==> src/rtl/uart_arbiter.sv <==
// uart_arbiter: shares one uart_manage between N requesters using round-robin
// selection, with a per-requester lock for uninterrupted back-to-back transfers.
module uart_arbiter #(
  parameter int N  = 2,
  parameter int IW = $clog2(N)
) (
  input  logic            clk,
  input  logic            rstn,
  input  logic [N-1:0]    req_order,
  input  logic [N-1:0]    req_lock,
  input  logic [2*N-1:0]  req_size,
  input  logic [N-1:0]    req_write_flag,
  input  logic [32*N-1:0] req_write_data,
  output logic [N-1:0]    req_accepted,
  output logic [N-1:0]    req_done,
  output logic [32*N-1:0] req_read_data,
  output logic [IW-1:0]   grant,
  output logic            busy,
  output logic            m_order,
  output logic [1:0]      m_size,
  output logic            m_write_flag,
  output logic [31:0]     m_write_data,
  input  logic            m_accepted,
  input  logic            m_done,
  input  logic [31:0]     m_read_data
);

  localparam logic [1:0] ST_IDLE   = 2'd0;
  localparam logic [1:0] ST_BUSY   = 2'd1;
  localparam logic [1:0] ST_LOCKED = 2'd2;
  localparam logic [IW-1:0] LAST   = IW'(N - 1);

  logic [1:0]    r_state;
  logic [IW-1:0] r_grant;
  logic [IW-1:0] r_ptr;
  logic [31:0]   r_rdReg [N];

  logic [IW-1:0] w_winner;
  logic [IW-1:0] w_sel;
  logic [IW-1:0] w_nextPtr;
  logic          w_found;
  logic          w_order;
  logic          w_take;

  // Round-robin scan starting at the pointer, wrapping modulo N.
  always_comb begin
    int idx;
    w_found  = 1'b0;
    w_winner = r_ptr;
    idx      = 0;
    for (int k = 0; k < N; k++) begin
      idx = int'(r_ptr) + k;
      if (idx >= N) idx = idx - N;
      if (!w_found && req_order[idx]) begin
        w_found  = 1'b1;
        w_winner = IW'(idx);
      end
    end
  end

  assign w_sel     = (r_state == ST_IDLE && w_found) ? w_winner : r_grant;
  assign w_nextPtr = (r_grant == LAST) ? '0 : r_grant + IW'(1);

  // Order is gated by rstn so outputs sit at their reset values while reset is held.
  always_comb begin
    w_order = 1'b0;
    case (r_state)
      ST_IDLE:   w_order = w_found;
      ST_LOCKED: w_order = req_order[r_grant];
      default:   w_order = 1'b0;
    endcase
    w_order = w_order & rstn;
  end

  assign w_take       = w_order & m_accepted;
  assign m_order      = w_order;
  assign m_size       = req_size[{w_sel, 1'b0} +: 2];
  assign m_write_flag = req_write_flag[w_sel];
  assign m_write_data = req_write_data[{w_sel, 5'b0} +: 32];
  assign grant        = r_grant;
  assign busy         = (r_state == ST_BUSY);

  always_comb begin
    req_accepted = '0;
    req_done     = '0;
    if (w_take) req_accepted[w_sel] = 1'b1;
    if (r_state == ST_BUSY && m_done) req_done[r_grant] = 1'b1;
  end

  // The done cycle forwards the live result; the register holds it afterwards.
  always_comb begin
    req_read_data = '0;
    for (int i = 0; i < N; i++) begin
      req_read_data[32*i +: 32] = req_done[i] ? m_read_data : r_rdReg[i];
    end
  end

  always_ff @(posedge clk or negedge rstn) begin
    if (!rstn) begin
      r_state <= ST_IDLE;
      r_grant <= '0;
      r_ptr   <= '0;
      for (int i = 0; i < N; i++) r_rdReg[i] <= '0;
    end else begin
      case (r_state)
        ST_IDLE: begin
          if (w_take) begin
            r_grant <= w_winner;
            r_state <= ST_BUSY;
          end
        end
        ST_BUSY: begin
          if (m_done) begin
            r_rdReg[r_grant] <= m_read_data;
            if (req_lock[r_grant]) begin
              r_state <= ST_LOCKED;
            end else begin
              r_state <= ST_IDLE;
              r_ptr   <= w_nextPtr;
            end
          end
        end
        ST_LOCKED: begin
          if (w_take) begin
            r_state <= ST_BUSY;
          end else if (!req_lock[r_grant] && !req_order[r_grant]) begin
            r_state <= ST_IDLE;
            r_ptr   <= w_nextPtr;
          end
        end
        default: r_state <= ST_IDLE;
      endcase
    end
  end

endmodule
==> config.mk <==
export PLATFORM = sky130hd
export DESIGN_NAME = uart_arbiter
export DESIGN_NICKNAME = d
export VERILOG_FILES = /design/src/rtl/uart_arbiter.sv
export SDC_FILE = /design/constraint.sdc
export NUM_CORES = 1
export LEC_CHECK = 0
export BUFFER_PORTS_ARGS = -buffer_cell sky130_fd_sc_hd__buf_4
export CORE_ASPECT_RATIO = 0.7
export CORE_MARGIN = 4
export CORE_UTILIZATION = 45
export DETAILED_ROUTE_END_ITERATION = 7
export PLACE_DENSITY = 0.86
export SLEW_MARGIN = 10
export SYNTH_ARGS = -nofsm -noshare
export SYNTH_HDL_FRONTEND = slang
export SYNTH_SLANG_ARGS = --single-unit
==> constraint.sdc <==
create_clock -name clk -period 5.38 [get_ports clk]
set_input_delay 0.538 -clock clk [delete_from_list [all_inputs] [get_ports clk]]
set_output_delay 0.538 -clock clk [all_outputs]
set_load 0.02 [all_outputs]
# ---- Word level (Yosys, flattened, before mapping)
# Cells that the tools add are included.
dict set report totals {
  n_memories 0
  latch_bits 0
  inputBits 110
  output_inout_bits 106
  elab_cells 91
  register_bits 68
  ramBits 0
  romBits 0
}
dict set report op_classes {
  n_bitwise 3
  eq_ne 8
  reduce_logical 16
  div 0
  addsub 4
  mux 43
  multipliers 0
  shifts 2
  n_lt_le_gt_ge 10
}
# op count
set op_table {}
lappend op_table {{32-bit 2-to-1 mux} 5}
lappend op_table {{64-bit bitwise mux} 1}
lappend op_table {{32-bit by 3-bit less-than comparator with 1-bit output (second input constant)} 2}
lappend op_table {{64-bit by 7-bit variable part select with 32-bit output} 1}
lappend op_table {{32-bit demux with 1-bit select} 1}
lappend op_table {{1-bit 2-to-1 mux} 24}
lappend op_table {{2-bit 2-to-1 mux} 7}
lappend op_table {{2-bit != test (second input constant)} 4}
lappend op_table {{1-bit logical AND} 7}
lappend op_table {{2-bit one-hot mux with 3 select lines} 1}
lappend op_table {{5-bit AND reduction} 1}
lappend op_table {{2-bit greater-or-equal comparator (second input constant)} 2}
lappend op_table {{1-bit by 2-bit less-than comparator with 1-bit output (second input constant)} 2}
lappend op_table {{1-bit one-hot mux with 2 select lines} 2}
lappend op_table {{2-bit AND reduction} 2}
lappend op_table {{4-bit by 3-bit variable part select with 2-bit output} 1}
lappend op_table {{1-bit zero test} 3}
lappend op_table {{3-bit != test (second input constant)} 1}
lappend op_table {{3-bit AND reduction} 1}
lappend op_table {{1-bit by 2-bit subtractor with 3-bit output (second input constant)} 1}
lappend op_table {{2-bit by 2-bit subtractor with 3-bit output (second input constant)} 1}
lappend op_table {{1-bit by 1-bit adder with 2-bit output (second input constant)} 1}
lappend op_table {{1-bit AND} 2}
lappend op_table {{1-bit demux with 1-bit select} 2}
lappend op_table {{10 further kinds} 11}

# ---- Longest topological paths before layout
# Gate-level depths: netlist of the first run.
dict set report logic_depth {
  word_depth 16
  mapped_depth 5
  mapped_depth_nobuf 3
}

# ---- Least setup slack after synthesis of the first run
# OpenSTA, ideal clock, no wires.
dict set report synth_timing {
  path_type {input port to output port}
  start {input req_order[0]}
  end {output m_write_data[20]}
  path_buffers 1
  required_ps 4842
  path_slack_ps 2988
  stages 4
  t_arrival_ps 1854
  path_cell_list {or3b_1 a32oi_4 buf_6 mux2_1}
}
dict set report synth_between {
  elab_chain_cells 10
  word_cells_on_any_way 15
  cone_classes {shift: 1; mux: 11; reduce/logical: 3}
}
# element line
set synth_rtl {}
lappend synth_rtl {{start, declared} 9} ;# input logic [N-1:0] req_order,
lappend synth_rtl {{1-bit 2-to-1 mux (not written as such) (3 in a row)} 54} ;# if (!w_found && req_order[idx]) begin
lappend synth_rtl {{1-bit 2-to-1 mux} 54}
lappend synth_rtl {{1-bit zero test} 54}
lappend synth_rtl {{1-bit logical AND} 54}
lappend synth_rtl {{1-bit 2-to-1 mux} 54}
lappend synth_rtl {{1-bit logical AND} 61} ;# assign w_sel = (r_state == ST_IDLE && w_found) ? w_winner : r_grant;
lappend synth_rtl {{1-bit 2-to-1 mux *} 61}
lappend synth_rtl {{64-bit by 7-bit variable part select with 32-bit output *} 79} ;# assign m_write_data = req_write_data[{w_sel, 5'b0} +: 32];
lappend synth_rtl {{end, declared} 22} ;# output logic [31:0] m_write_data,
# Every way passes the cells marked *; elsewhere a longest branch is shown, timed or not. The select of a mux whose other input is x is not followed.

# ---- Worst setup path in the final report of the first run
dict set report layout_timing {
  start {register r_state[1]}
  end {output m_write_data[25]}
}
dict set report layout_between {
  elab_chain_cells 4
}
# element line
set layout_rtl {}
lappend layout_rtl {{start, declared} 33} ;# logic [1:0] r_state;
lappend layout_rtl {{start signal, assigned} 100} ;# r_state <= ST_IDLE;
lappend layout_rtl {{start signal, assigned} 109} ;# r_state <= ST_BUSY;
lappend layout_rtl {{start signal, assigned} 116} ;# r_state <= ST_LOCKED;
lappend layout_rtl {{2-bit zero test} 61}
lappend layout_rtl {{1-bit logical AND} 61}
lappend layout_rtl {{1-bit 2-to-1 mux} 61}
lappend layout_rtl {{64-bit by 7-bit variable part select with 32-bit output} 79}
# No other way between the ends.

==> impl_metrics.py, run 1 <==
metrics = {
    "layout": {
        "nets": 541,
        "antenna_cells": 0,
        "final_util": 0.747,
        "fillCellCount": 483,
        "area_growth_pct": 60.0,
        "layout.cells.non_filler": 530,
        "drive_gt1_frac": 0.764,
    },
    "job": {
        "drv_cap": 0,
    },
    "global_routing": {
        "grt_usage": 0.222,
        "grt_max_degree": 72,
        "grt_pass1_wl_um": 14600,
        "grt_pass1_vias": 2840,
        "grt.overflow.total": 0,
        "antenna_found_initial": 0,
    },
    "synthesis": {
        "avgSynthCellArea_um2": 14.7,
        "yosysTopAreaCell": "dfrtp_1",
        "ys_ff_latch": 68,
        "synth_area_um2": 3170,
        "synthCells": 215,
        "synth_common_cells": "mux2_2 (97), dfrtp_1 (68), buf_2 (7), nor2_1 (5)",
        "ys_seq_area_frac": 0.537,
        "netlist.area_leader.share": 0.537,
        "syn_nets": 325,
        "ys_top_cells_by_area": "dfrtp_1 (54%), mux2_2 (34%), buf_2 (1.1%)",
        "ys_warn_count": 0,
        "synthArstFlopShare": 1.00,
        "synth_most_common_cell": "mux2_2",
        "synth_ff_type": "dfrtp_1",
        "synth_cell_types": 35,
        "synth_edf_count": 0,
    },
    "critical_path": {
        "worst_setup_path_end_kind": "output port",
        "crit_type": "flop to output port",
        "path_max_fanout": 20,
        "worstPathArrival_ps": 2680,
        "cp-start-kind": "flop",
        "worstRegToRegCells": 3,
        "required_ps": 4840,
    },
    "clocking": {
        "htreeDepth": 3,
        "insertion_delay_ps": 330,
        "cts_hold_repair.buffers": 0,
        "postCtsSetupBuffers": 0,
        "cts-buffers-inserted": 9,
        "clk_pin_slew_ps": 70,
        "cts_resized": 0,
        "cts.sinks": 68,
        "cts.path.max_buffers": 2,
        "root_buffer": "clkbuf_8",
        "cts_tree": "built",
    },
    "detailed_routing": {
        "vias": 2630,
        "drt_iter0_drc": 68,
        "routed_via_density": 4.96,
        "post-route-drc-count": 0,
        "wl_per_cell_um": 17.9,
        "ant_nets": 0,
        "wirelength_um": 9490,
        "drt_pass1_iterations": 4,
    },
    "pwr": {
        "power_density_nw_per_um2": 564,
        "leakagePower_nw": 2.50,
        "total_power_mw": 2.86,
        "ir_drop_mv": 0.414,
    },
    "hold_path": {
        "worstHoldPathType": "input port to asynchronous set/reset pin",
    },
    "place": {
        "routabilityCongestion": 0.811,
        "dp_cells": 513,
        "place.port_buffers": 215,
        "dp_hpwl_um": 7570,
    },
    "timing": {
        "finalCritPeriodShare": 0.597,
        "tns_ps": 0,
        "max_clock_freq_mhz": 311,
        "worst_slew_pin_slew_ps": 1000,
        "clock_skew_ps": 7.02,
        "setup_violations": 0,
        "max_slew_margin": 0.332,
        "rsz0062_at_grt": "false",
        "final_max_slew_viol_count": 0,
        "period_minus_slack_ps": 3210,
        "hold_viol": 0,
    },
    "floorplan": {
        "die_h_um": 78.2,
        "coreArea_um2": 6790,
        "ioPinCount": 216,
        "rows": 25,
        "dieArea_um2": 8470,
        "dieWidth_um": 108,
        "initial_core_util": 0.467,
    },
    "outcome": {
        "status": "complete, no violations",
    },
}
==> cells by family after synthesis <==
kind of cell           after synthesis  share of synthesized area
buffers and inverters               15                     0.0276
muxes                              101                      0.358
DFF                                 68                      0.537
AOI/OAI and AO/OA                   14                     0.0450
and+or+nand+nor                     17                     0.0328
==> path summary, 6_finish.rpt <==
kind,from,end,slack (ps)
setup / recovery,r_state[1]$_DFFE_PN0P_,m_write_data[25],2170
hold / removal,rstn,r_rdReg[57]$_DFFE_PN0P_,310
setup reg to reg,r_state[1]$_DFFE_PN0P_,r_rdReg[41]$_DFFE_PN0P_,3240
hold reg to reg,r_rdReg[25]$_DFFE_PN0P_,r_rdReg[25]$_DFFE_PN0P_,500
max in group asynchronous,rstn,r_state[0]$_DFFE_PN0P_,4520
min in group clk,m_done,r_state[0]$_DFFE_PN0P_,420
==> placed cells by master, fill, tap and decap left out, types with 2 or more instances in the layout <==
cell	instances
mux2_1	2
inv_6	3
nor2_1	5
mux2i_1	2
buf_4	216
clkinvlp_4	2
dfrtp_1	68
mux2_2	97
inv_1	3
clkbuf_8	9
==> layer usage <==
| layer | vias to the layer above | track usage | share of wire |
|---|---|---|---|
| met5 | - | 0 | 0 |
| met4 | 0 | 0.0492 | 0.011 |
| met3 | 11 | 0.0698 | 0.079 |
| met2 | 100 | 0.374 | 0.50 |
| met1 | 1298 | 0.282 | 0.41 |
| li1 | 1221 | - | - |
==> sequential cells by signal (all words and copies together), names as in the netlist <==
register  count
r_rdReg      64
r_state       2
grant         1
r_ptr         1
==> metrics by stage <==
step / instance area (µm²) / setup WS, ps / hold WS (ps)
6_report: 5070 / 2170 / 311
5_1_grt: 5070 / 2080 / 355
4_1_cts: 5040 / 1930 / 336
3_5_place_dp: 4840 / 2180 / 482
2_1_floorplan: 3170 / 2990 / 242
3_3_place_gp: 4840 / 2230 / 478
==> where the power goes <==
part	switching (mW)	internal (mW)	total (mW)
Clock	0.202	0.222	0.424
Combinational	0.833	0.769	1.60
Sequential	0.0813	0.753	0.834
Total	1.12	1.74	2.86
==> worst max-delay path: stages, from the launching register on <==
cell and delay (ps):
dfrtp_1 510, or3b_1 480, a32oi_4 570, buf_16 240, mux2_2 380, buf_4 170
==> area by class of cell <==
type | count | area, µm² | area share
Timing Repair Buffer | 217 | 1650 | 0.325
Tap cell | 94 | 118 | 0.0232
Clock inverter | 7 | 82.6 | 0.0163
Inverter | 3 | 11.3 | 0.00222
Clock buffer | 9 | 124 | 0.0244
Multi-Input combinational cell | 132 | 1390 | 0.273
Sequential cell | 68 | 1700 | 0.335
(Power assumes the default switching activity.)
==> inputs of run 2 (changes only) <==
--- a/config.mk
+++ b/config.mk
@@ -5,12 +5,13 @@
 export SDC_FILE = /design/constraint.sdc
 export NUM_CORES = 1
 export LEC_CHECK = 0
+export ABC_AREA = 1
 export BUFFER_PORTS_ARGS = -buffer_cell sky130_fd_sc_hd__buf_4
 export CORE_ASPECT_RATIO = 0.7
 export CORE_MARGIN = 4
-export CORE_UTILIZATION = 45
+export CORE_UTILIZATION = 38
 export DETAILED_ROUTE_END_ITERATION = 7
-export PLACE_DENSITY = 0.86
+export PLACE_DENSITY = 0.77
 export SLEW_MARGIN = 10
 export SYNTH_ARGS = -nofsm -noshare
 export SYNTH_HDL_FRONTEND = slang
==> constraint.sdc (replaced) <==
create_clock -name clk -period 2.95 [get_ports clk]
set_input_delay 0.295 -clock clk [delete_from_list [all_inputs] [get_ports clk]]
set_output_delay 0.295 -clock clk [all_outputs]
set_load 0.02 [all_outputs]
==> run 2 against run 1 <==
Hold slack worse by 63 ps. Via count is 23% higher. Clock skew is 5.8 ps higher. Synthesized cell count is 87% higher. Count of clock-buffer cells in the layout is 1 higher. Clock power is 150% higher. First-iteration DRC count is 120% higher. Total power is 100% higher. Critical path type unchanged. Critical endpoint is now req_read_data[22]. Largest cell class unchanged. Highest routed layer unchanged.
==> impl_metrics.py, run 2 <==
metrics = {
    "timing": {
        "period_minus_slack_ps": 2300,
        "final_max_slew_viol_count": 0,
        "finalCritPeriodShare": 0.780,
        "worst_slew_pin_slew_ps": 742,
        "max_clock_freq_mhz": 435,
        "whs_ps": 248,
        "tns_ps": 0,
        "rsz0062_at_grt": "false",
        "setup_violations": 0,
        "hold_viol": 0,
        "clock_skew_ps": 12.9,
        "max_slew_margin": 0.506,
    },
    "pwr": {
        "ir_drop_mv": 0.654,
        "power_density_nw_per_um2": 1140,
        "pwr-share-clk": 0.181,
        "total_power_mw": 5.86,
        "seq_power_share": 0.253,
        "intPower_mw": 3.31,
        "leakagePower_nw": 2.95,
        "switching_power_mw": 2.55,
        "comb_power_share": 0.566,
        "swShare": 0.435,
    },
    "clocking": {
        "cts-buffers-inserted": 9,
        "cts_tree": "built",
        "root_buffer": "clkbuf_16",
        "cts.sinks": 68,
        "cts.path.max_buffers": 2,
        "postCtsSetupBuffers": 0,
        "cts_resized": 0,
        "clk_pin_slew_ps": 50,
        "insertion_delay_ps": 330,
        "htreeDepth": 3,
        "cts_hold_repair.buffers": 1,
    },
    "layout": {
        "largest_reg_flops": 64,
        "drive_gt1_frac": 0.397,
        "area_growth_pct": 61.2,
        "final_cell_area_um2": 5130,
        "final_common_cell": "buf_4",
        "final_cell_mix": "buf_4 (218), nand2_1 (187), dfrtp_1 (68)",
        "nets": 725,
        "fillCellCount": 685,
        "largestRegisters": "r_rdReg x64, r_state x2",
        "antenna_cells": 0,
        "top_register": "r_rdReg",
    },
    "floorplan": {
        "initial_core_util": 0.398,
        "die_h_um": 84.6,
        "dieWidth_um": 117,
        "coreArea_um2": 8010,
        "ioPinCount": 216,
        "rows": 27,
        "dieArea_um2": 9930,
    },
    "synthesis": {
        "synthCells": 401,
        "synth_cell_types": 19,
        "yosysTopAreaCell": "dfrtp_1",
        "ys_warn_count": 0,
        "synthArstFlopShare": 1.00,
        "synth_common_cells": "nand2_1 (187), dfrtp_1 (68), o21ai_1 (64), inv_1 (38), buf_6 (11)",
        "ys_seq_area_frac": 0.535,
        "synth_ff_type": "dfrtp_1",
        "synth_most_common_cell": "nand2_1",
        "ys_ff_latch": 68,
        "ys_top_cells_by_area": "dfrtp_1 (53%), nand2_1 (22%), o21ai_1 (10%)",
        "synth_edf_count": 0,
        "synth_area_um2": 3180,
        "netlist.area_leader.share": 0.535,
        "avgSynthCellArea_um2": 7.94,
        "syn_nets": 511,
    },
    "detailed_routing": {
        "routed_via_density": 4.50,
        "wl_per_cell_um": 13.6,
        "post-route-drc-count": 0,
        "wirelength_um": 9800,
        "vias": 3245,
        "ant_nets": 0,
        "drt_pass1_iterations": 4,
        "drt_iter0_drc": 147,
    },
    "place": {
        "routabilityCongestion": 0.795,
        "place.port_buffers": 215,
        "dp_hpwl_um": 7750,
        "place_area_um2": 4820,
    },
    "job": {
        "drv_cap": 0,
    },
    "critical_path": {
        "worstPathArrival_ps": 2010,
        "cp-start-kind": "flop",
        "crit_type": "flop to output port",
        "cpPeakStageDelay_ps": 410,
        "worst_setup_path_end_kind": "output port",
        "cp_slowest_cell": "dfrtp_1",
        "cp_cell_sequence": "inv_2 -> nor2_2 -> nand2_1 -> nor2_2 -> inv_2 -> buf_12 -> nand2_1 -> o21ai_1 -> buf_4",
        "required_ps": 2650,
        "path_max_fanout": 38,
    },
    "outcome": {
        "status": "complete, no violations",
    },
    "global_routing": {
        "grt_pass1_vias": 3164,
        "grt.overflow.total": 0,
        "grt_pass1_wl_um": 16000,
        "antenna_found_initial": 0,
        "grt_max_degree": 65,
        "grt_usage": 0.198,
    },
    "hold_path": {
        "worstHoldPathType": "input port to flop",
    },
}
run 2: changes by cell type after synthesis, sizes merged, moves of 2 or more:
cell    delta
buf        +8
clkbuf     -2
inv       +39
mux2      -99
mux2i      -2
nand2    +186
nand3      +3
nor2       +2
o21ai     +70
or3b       -2
run 2: critical path: cells and delay by family (launching register included):
family | cells | cell delay [ps]
AO/OA/AOI/OAI | 1 | 120
buffers and inverters | 4 | 840
flip-flops | 1 | 410
AND/OR/NAND/NOR | 4 | 280
run 2: cell type report:
cell class | instances | area [µm²] | share of cell area
inverters | 42 | 160 | 0.0312
clock inverters | 6 | 72.6 | 0.0141
clock buffers | 10 | 229 | 0.0446
well taps | 101 | 126 | 0.0246
multi-input cells | 273 | 1150 | 0.225
repair buffers | 221 | 1690 | 0.329
flip-flops and latches | 68 | 1700 | 0.332
run 2: path summary, 6_finish.rpt:
kind	start	endpoint	slack (ps)	cells after the start
worst max-delay path	r_state[0]$_DFFE_PN0P_	req_read_data[22]	650	9
worst min-delay path	m_accepted	grant$_DFFE_PN0P_	250	3
worst max register to register	r_state[0]$_DFFE_PN0P_	r_rdReg[54]$_DFFE_PN0P_	1350	8
worst min register to register	r_rdReg[19]$_DFFE_PN0P_	r_rdReg[19]$_DFFE_PN0P_	500	2
max in group asynchronous	rstn	r_rdReg[4]$_DFFE_PN0P_	1640	3
min in group asynchronous	rstn	r_rdReg[47]$_DFFE_PN0P_	370	2
run 2: cells by family after synthesis:
group	after synthesis	share of synthesized area
DFF	68	0.535
buffers and inverters	60	0.103
AOI/OAI and AO/OA	72	0.120
and+or+nand+nor	201	0.243
run 2: stage by stage:
stage | std cells | util | setup slack, ps
floorplan | 401 | - | 934
global placement | 704 | 0.602 | 1060
detailed placement | 704 | 0.602 | 970
CTS | 721 | 0.641 | 608
global route | 721 | 0.641 | 418
finish | 721 | 0.641 | 649
run 2: metal layers:
metal / vias up / global-route usage / wire length [µm]
li1: 1672 / - / -
met1: 1445 / 0.242 / 4130
met2: 120 / 0.323 / 4770
met3: 8 / 0.0788 / 806
met4: 0 / 0.0660 / 99
met5: - / 0 / 0
run 2: power groups by stage:
stage / Combinational, mW / Sequential, mW / Clock [mW]
finish: 3.31 / 1.48 / 1.06
global route: 3.60 / 1.53 / 1.14
CTS: 3.35 / 1.48 / 1.09
detailed placement: 3.34 / 1.50 / 0
global placement: 3.29 / 1.48 / 0
floorplan: 1.95 / 1.46 / 0
